## src/rtl/conversor_bcd_binario_if.sv

```systemverilog
// conversor_bcd_binario_if: request digits and converted-result signals of the BCD-to-binary converter
interface conversor_bcd_binario_if;
   logic       inicio;
   logic [3:0] dez;
   logic [3:0] uni;
   logic [6:0] bin;
   logic       cabe4;
   logic       erro;
   logic       ocupado;
   logic       pronto;
   modport master (output inicio, dez, uni, input bin, cabe4, erro, ocupado, pronto);
   modport slave  (input inicio, dez, uni, output bin, cabe4, erro, ocupado, pronto);
endinterface

```

## src/rtl/conversor_bcd_binario.sv

```systemverilog
// conversor_bcd_binario: two BCD digits to 7-bit binary by iterative reverse double-dabble
module conversor_bcd_binario (
   input logic             clk,
   input logic             rst_n,
   conversor_bcd_binario_if.slave io
);
   typedef enum logic [1:0] {IDLE, CONV, DONE} state_t;
   state_t      state, nxt;
   logic [14:0] work, work_n, shf, cor;
   logic [2:0]  cnt, cnt_n;
   logic [6:0]  bin_n;
   logic        cabe4_n, erro_n, ocupado_n, pronto_n;
   // the work register itself holds the latched digits, so later input changes cannot disturb a conversion
   always_comb begin
      shf = work >> 1;
      cor = {shf[14:11] >= 4'd8 ? shf[14:11] - 4'd3 : shf[14:11],
             shf[10:7]  >= 4'd8 ? shf[10:7]  - 4'd3 : shf[10:7], shf[6:0]};
   end
   always_comb begin
      nxt      = state;
      work_n   = work;
      cnt_n    = cnt;
      bin_n    = io.bin;
      cabe4_n  = io.cabe4;
      erro_n   = io.erro;
      pronto_n = 1'b0;
      case (state)
         CONV: begin
            work_n = cor;
            cnt_n  = cnt + 3'd1;
            if (cnt == 3'd6) begin
               nxt      = DONE;
               bin_n    = cor[6:0];
               cabe4_n  = cor[6:0] <= 7'd15;
               erro_n   = 1'b0;
               pronto_n = 1'b1;
            end
         end
         default: begin
            if (io.inicio && (io.dez > 4'd9 || io.uni > 4'd9)) begin
               nxt      = DONE;
               bin_n    = 7'd0;
               cabe4_n  = 1'b0;
               erro_n   = 1'b1;
               pronto_n = 1'b1;
            end else if (io.inicio) begin
               nxt    = CONV;
               work_n = {io.dez, io.uni, 7'd0};
               cnt_n  = 3'd0;
            end else begin
               nxt = IDLE;
            end
         end
      endcase
      ocupado_n = nxt == CONV;
   end
   always_ff @(posedge clk or negedge rst_n) begin
      if (!rst_n) begin
         state      <= IDLE;
         work       <= 15'd0;
         cnt        <= 3'd0;
         io.bin     <= 7'd0;
         io.cabe4   <= 1'b1;
         io.erro    <= 1'b0;
         io.ocupado <= 1'b0;
         io.pronto  <= 1'b0;
      end else begin
         state      <= nxt;
         work       <= work_n;
         cnt        <= cnt_n;
         io.bin     <= bin_n;
         io.cabe4   <= cabe4_n;
         io.erro    <= erro_n;
         io.ocupado <= ocupado_n;
         io.pronto  <= pronto_n;
      end
   end
endmodule
```

## src/flat_wrapper.sv

```systemverilog
// flat-port wrapper written by rule: the top's interface ports become plain ports
module conversor_bcd_binario_flat 
  (clk, rst_n, io_inicio, io_dez, io_uni, io_bin, io_cabe4, io_erro, io_ocupado, io_pronto);
  conversor_bcd_binario_if io_i ();
  input logic clk;
  input logic rst_n;
  input wire logic [$bits(io_i.inicio)-1:0] io_inicio;
  input wire logic [$bits(io_i.dez)-1:0] io_dez;
  input wire logic [$bits(io_i.uni)-1:0] io_uni;
  output wire logic [$bits(io_i.bin)-1:0] io_bin;
  output wire logic [$bits(io_i.cabe4)-1:0] io_cabe4;
  output wire logic [$bits(io_i.erro)-1:0] io_erro;
  output wire logic [$bits(io_i.ocupado)-1:0] io_ocupado;
  output wire logic [$bits(io_i.pronto)-1:0] io_pronto;
  assign io_i.inicio = io_inicio;
  assign io_i.dez = io_dez;
  assign io_i.uni = io_uni;
  assign io_bin = io_i.bin;
  assign io_cabe4 = io_i.cabe4;
  assign io_erro = io_i.erro;
  assign io_ocupado = io_i.ocupado;
  assign io_pronto = io_i.pronto;
  conversor_bcd_binario u_core (.clk(clk), .rst_n(rst_n), .io(io_i));
endmodule
```

## config.mk

```make
export PLATFORM = sky130hd
export DESIGN_NAME = conversor_bcd_binario_flat
export DESIGN_NICKNAME = d
export VERILOG_FILES = /design/src/rtl/conversor_bcd_binario_if.sv /design/src/rtl/conversor_bcd_binario.sv /design/src/flat_wrapper.sv
export SDC_FILE = /design/constraint.sdc
export NUM_CORES = 1
export LEC_CHECK = 0
export BUFFER_PORTS_ARGS = -buffer_cell sky130_fd_sc_hd__buf_4
export CORE_ASPECT_RATIO = 0.7
export CORE_UTILIZATION = 55
export CTS_CLUSTER_DIAMETER = 50
export CTS_CLUSTER_SIZE = 16
export DETAILED_ROUTE_END_ITERATION = 12
export PLACE_DENSITY = 0.89
export SLEW_MARGIN = 25
export SYNTH_ARGS = -nofsm -noshare
export SYNTH_HDL_FRONTEND = slang
export SYNTH_SLANG_ARGS = --single-unit
```

## constraint.sdc

```tcl
create_clock -name clk -period 1.7 [get_ports clk]
set_input_delay 0.255 -clock clk [delete_from_list [all_inputs] [get_ports clk]]
set_output_delay 0.255 -clock clk [all_outputs]
set_load 0.02 [all_outputs]
```

==> metrics.yaml, run 1 <==
criticalPathCategory: "flip-flop to flip-flop"
die_width_um: 62.82
tns_ns: 0
initial_core_util_pct: 57.91
startpoint_type: "flip-flop"
synth_cells: 130
synth_top_family_by_area: "compound AO/OA/AOI/OAI gates"
power_density_mw_per_mm2: 1701
r2r_end: "u_core.work[5]"
yosys-top-cells-count: "29 x dfrtp_1, 21 x nand2_1, 9 x a21oi_1, 6 x a22o_1, 6 x inv_1"
clock-root-buffer: "clkbuf_8"
maxCapViolCount: 0
tightest_slew_ns: 0.4345
p_leak_nw: 0.8673
hold_path_depth: 3
cp_cell_sequence: "nor2b_2, a31oi_2, buf_4, a22o_1"
antenna_cells: 0
wl_per_cell_um: 14.97
place_congestion: 0.7869
place.port_buffers: 21
synth_xor_area_share_pct: 1.230
drv_slew: 0
via_count: 1110
rr_startpoint: "u_core.state[0]"
h-tree-depth: 2
register_area_um2: 752.0
synth_edf_count: 0
insertion_delay_ns: 0.29
cts_tree: "done"
ff2ff_setup_slack_ns: 0.25
fin_crit_ns: 1.449
cts_setup_buffers: 0
vias_per_cell: 5.663
critPathTopFamily: "compound AO/OA/AOI/OAI gates"
multi_input_area_um2: 614.3
cp_num_buf_inv: 1
post-route-drc-count: 0
drtAntennaViolNets: 0
utilization_pct: 71.91
yosys_warnings: 0
dp_hpwl_um: 2086
cts_buffers: 5
io_pins: 22
clock_tree.buffer_depth: 2
first_pass_iters: 4
synth.distinct_cells: 43
rsz0062_at_grt: "false"
timing.final.crit_share_pct: 85.24
core_mm2: 0.002459
min_from: "io_dez[3]"
slowest_stage: "dfrtp_1"
synthAdderAreaFrac_pct: 3.515
yosys.area_share.simple_pct: 15.29
fmax_ghz: 0.6901
crit_path_end_kind: "flip-flop"
wl_um: 2935
grt_overflow: 0
synth.cell_area_mm2: 0.001424
ff2ff_path_depth: 4
worstPathArrival_ns: 1.68
synth.avg_cell_area_um2: 10.95
worst_hold_path_type: "primary input to flip-flop"
num_rows: 15
num-fill-cells: 184
drt_iter0_drc: 34
status: "finished clean"
worstPathRequired_ns: 1.93
synth_ff_type: "dfrtp_1"
grt_pass1_wl_um: 4933
peakVddDrop_v: 0.0007630
finalSetupViolations: 0
grt_max_degree: 31
ys_seq_elements: 30
relSlewSlack_pct: 70.94
antenna_found_initial: 0
area_growth_pct: 24.17
synthArstFlopShare_pct: 100.0
clk_pin_slew_ns: 0.07
synth.largest_area_cell: "dfrtp_1"
synth.most_common_cell: "dfrtp_1"
critPathMaxFanout: 8
synth.area.mux_share_pct: 1.494
fin_worst_skew_ns: 0.009321
hold_violations: 0
min_to: "u_core.work[14]"
final_nets: 176
synth-seq-area-share_pct: 52.81
syn-num-nets: 145
grt_pass1_vias: 1083
grt_use_total_pct: 24.35
slowest_delay_ns: 0.43
drive_gt1_share_pct: 29.01
synth_compound_area_share_pct: 21.62
synth_area_leaders: "dfrtp_1 51%, nand2_1 5.5%, a22o_1 3.7%"
die_y_um: 44.57
cts_sinks: 30
synth_top_area_share_pct: 50.97
fp.dieArea_mm2: 0.002800
routing by layer:
| layer | wire, um | vias up | track usage [%] |
|---|---|---|---|
| met5 | 0 | - | 0 |
| met4 | 79 | 0 | 13.95 |
| met3 | 115 | 10 | 9.021 |
| met2 | 1306 | 27 | 34.78 |
| met1 | 1433 | 542 | 32.23 |
| li1 | - | 531 | - |
power by group:
group          switching (mW)  internal, mW
clock                   0.274         0.431
sequential              0.231         0.975
combinational           0.554         0.541
total                    1.06          1.95
tightest hold or removal path, cell delays in order:
cell     delay, ns
buf_4         0.12
nand2_1       0.05
mux2i_1       0.06
through the flow:
step	hold WS, ns	cell area, um^2	setup WS, ns	cells	power (mW)
global placement	0.1930	1649	0.3246	187	2.234
finish	0.2416	1768	0.2509	196	3.006
floorplan	-0.04059	1424	0.2886	130	1.938
CTS	0.2365	1768	0.2594	196	3.001
detailed placement	0.1975	1649	0.2767	187	2.292
global route	0.2603	1768	0.1654	196	3.203
registers in the layout (all words and copies together) (netlist names):
name,flops
u_core.cnt,3
u_core.io.cabe4,1
u_core.io.bin,7
u_core.io.pronto,1
u_core.io.ocupado,1
u_core.work,14
u_core.io.erro,1
u_core.state,2
area by class of cell:
| type | count | share of cell area (%) |
|---|---|---|
| inverters | 6 | 1.274 |
| clock buffers | 5 | 3.892 |
| well taps | 34 | 2.406 |
| flip-flops and latches | 30 | 42.53 |
| multi-input cells | 88 | 34.75 |
| repair buffers | 30 | 12.88 |
| clock inverters | 3 | 2.265 |
what timing repair did:
item,in CTS,in global routing
hold endpoints to repair,29,0
resized for setup,0,0
hold buffers,1,0
layout by cell type, fill, tap and decap left out, types with 2 or more instances in the layout:
cell       n
inv_1      6
a41o_1     2
nor2_1     3
a221o_1    2
buf_4     29
dfrtp_1   29
clkinv_2   2
a21o_1     2
o21ai_2    2
ha_1       4
clkbuf_8   5
a31oi_1    3
a21oi_1    9
o21ai_0    2
a22o_1     6
nand2_1   21
o21a_1     2
nor4b_1    2
nand2b_1   4
worst max-delay path by stage:
stage                                   to  slack [ns]  depth (start not counted)       startpoint
final                       u_core.work[5]        0.25                          4  u_core.state[0]
after global routing      u_core.io.bin[4]        0.17                          5    u_core.cnt[0]
after CTS                   u_core.work[5]        0.26                          4  u_core.state[0]
after detailed placement    u_core.work[5]        0.28                          4  u_core.state[0]
after global placement    u_core.io.pronto        0.32                          4    u_core.cnt[0]
after floorplan            u_core.io.cabe4        0.29                          5    u_core.cnt[0]
kinds of logic after synthesis:
logic type,count (synthesis)
flip-flops,30
buffers and inverters,12
AO/OA/AOI/OAI,41
XOR/XNOR,2
multiplexers,2
AND/OR/NAND/NOR,39
adder cells (fa/ha/maj),4
(Power assumes the default switching activity.)
==> run 2, diff against run 1 <==
--- a/config.mk
+++ b/config.mk
@@ -6,8 +6,10 @@
 export NUM_CORES = 1
 export LEC_CHECK = 0
 export BUFFER_PORTS_ARGS = -buffer_cell sky130_fd_sc_hd__buf_4
+export CELL_PAD_IN_SITES_DETAIL_PLACEMENT = 1
+export CELL_PAD_IN_SITES_GLOBAL_PLACEMENT = 2
 export CORE_ASPECT_RATIO = 0.7
-export CORE_UTILIZATION = 55
+export CORE_UTILIZATION = 36
 export CTS_CLUSTER_DIAMETER = 50
 export CTS_CLUSTER_SIZE = 16
 export DETAILED_ROUTE_END_ITERATION = 12
==> run 2 against run 1 <==
  * Sequential share of layout area is 0.40 points higher
  * Total power down 5.1%
  * Clock skew decreased by 0.0039 ns
  * Flip-flop and latch count is the same
  * Largest cell class unchanged
  * Highest routed layer unchanged
  * Via count is 2.0% higher
  * Worst hold slack improved by 0.022 ns
  * Critical path depth up 1
==> metrics.yaml, run 2 (synthesized netlist as in run 1, its figures left out) <==
drt_iter0_drc: 45
r2r_end: "u_core.io.bin[6]"
critPathMaxFanout: 11
fin_area_mm2: 0.001752
startpoint_type: "flip-flop"
ff2ff_path_depth: 5
drtAntennaViolNets: 0
crit_cells: 5
core_mm2: 0.003649
via_count: 1132
die_width_um: 77.17
grt_overflow: 0
grt_pass1_vias: 1116
maxCapViolCount: 0
rsz0062_at_grt: "false"
drv_slew: 0
power_density_mw_per_mm2: 1629
finalPower_mw: 2.853
finalSetupViolations: 0
startpoint: "u_core.cnt[0]"
criticalPathCategory: "flip-flop to flip-flop"
final_nets: 175
fin_crit_ns: 1.480
insertion_delay_ns: 0.29
peakVddDrop_v: 0.0006135
post-route-drc-count: 0
p_sw_share_pct: 37.16
p_leak_nw: 0.8440
hold_violations: 0
h-tree-depth: 2
p_clk_share_pct: 19.4
num_rows: 18
wl_per_cell_um: 15.80
tns_ns: 0
slowest_delay_ns: 0.44
vias_per_cell: 5.365
rr_startpoint: "u_core.cnt[0]"
cts_tree: "done"
critPathTopFamily: "simple AND/OR/NAND/NOR gates"
ff2ff_setup_slack_ns: 0.22
clock_tree.buffer_depth: 2
seq_power_share_pct: 42.3
p_comb_share_pct: 38.4
dp_hpwl_um: 2479
area_growth_pct: 23.02
fmax_ghz: 0.6756
tightest_slew_ns: 0.4328
worstPathArrival_ns: 1.68
min_to: "u_core.work[14]"
fp.dieArea_mm2: 0.004215
grt_use_total_pct: 18.11
grt_pass1_wl_um: 5478
final_common_cell: "dfrtp_1"
cp_cell_sequence: "inv_1, ha_1, and4b_1, nand2_1, a21oi_1"
slowest_stage: "and4b_1"
first_pass_iters: 4
regMostFlops: "u_core.work"
grt_max_degree: 31
intPower_mw: 1.793
p_sw_mw: 1.060
cp_num_buf_inv: 1
place_congestion: 0.8209
io_pins: 22
min_from: "io_dez[3]"
drive_gt1_share_pct: 26.71
crit_path_end_kind: "flip-flop"
largest_registers: "u_core.work x14, u_core.io.bin x7, u_core.cnt x3"
cts-resized-gates: 0
clock-root-buffer: "clkbuf_8"
worstPathRequired_ns: 1.90
cts_buffers: 5
initial_core_util_pct: 39.03
wl_um: 3333
die_y_um: 54.62
status: "finished clean"
place_area_mm2: 0.001662
hold_path_depth: 3
relSlewSlack_pct: 71.06
cts_sinks: 30
antenna_found_initial: 0
largest_reg_flops: 14
setup_ws_ns: 0.2198
clk_pin_slew_ns: 0.06
fin_worst_skew_ns: 0.005429
layout_common_cells: "29 x dfrtp_1, 28 x buf_4, 21 x nand2_1, 9 x a21oi_1"
antenna_cells: 0
timing.final.crit_share_pct: 87.07
worst_hold_path_type: "primary input to flip-flop"
place.port_buffers: 21
pre_cts_ws_ns: 0.2063
## run 2: cell types whose count changed in the layout (fill, tap and decap cells not counted), sizes merged
cell,delta
clkbuf,+3
clkinv,-2
bufinv,-1
buf,-1
## run 2: routing by layer
| metal | vias to the layer above | global-route usage (%) | part of all wire [%] |
|---|---|---|---|
| li1 | 526 | - | - |
| met1 | 571 | 23.16 | 47 |
| met2 | 29 | 27.29 | 47 |
| met3 | 6 | 6.833 | 4.2 |
| met4 | 0 | 9.119 | 2.2 |
| met5 | - | 0 | 0 |
## run 2: metrics by stage
step	utilization, %	cells	hold slack, ns
floorplan	-	130	-0.04059
global placement	45.54	202	0.2000
detailed placement	45.54	202	0.2111
CTS	48.01	211	0.2634
global route	48.01	211	0.3041
finish	48.01	211	0.2635
## run 2: layout make-up
cell class | count | area (um^2)
fill | 422 | 1897
sequential | 30 | 752.0
multi-input combinational | 88 | 614.3
timing repair buffer | 29 | 220.2
clock buffer | 8 | 80.08
tap | 50 | 62.56
inverter | 6 | 22.52
## run 2: what timing repair did
| action | in CTS | in global routing |
|---|---|---|
| hold endpoints to repair | 29 | 0 |
| endpoints found under the setup margin | 0 | 0 |
| buffers inserted | 0 | 0 |
| hold buffers | 1 | 0 |
## run 2: how the worst max path moves through the flow
stage,endpoint,slack [ns]
2_1_floorplan,u_core.io.cabe4,0.29
3_3_place_gp,u_core.io.pronto,0.30
3_5_place_dp,u_core.io.bin[6],0.21
5_1_grt,u_core.io.bin[6],0.04
4_1_cts,u_core.io.bin[6],0.18
6_report,u_core.io.bin[6],0.22
## run 2: worst reg2reg max path, delay by kind of cell (launching register included)
family / cells / cell delay, ns
AO/OA/AOI/OAI: 1 / 0.15
adder cells (fa/ha/maj): 1 / 0.23
buffers and inverters: 1 / 0.07
flip-flops: 1 / 0.41
AND/OR/NAND/NOR: 2 / 0.54
## run 2: power groups by stage
stage	Sequential, mW	Combinational, mW	Clock [mW]
final	1.21	1.10	0.552
after global routing	1.24	1.23	0.592
after CTS	1.20	1.11	0.570
after detailed placement	1.22	1.10	0
after global placement	1.19	1.05	0
after floorplan	1.22	0.717	0
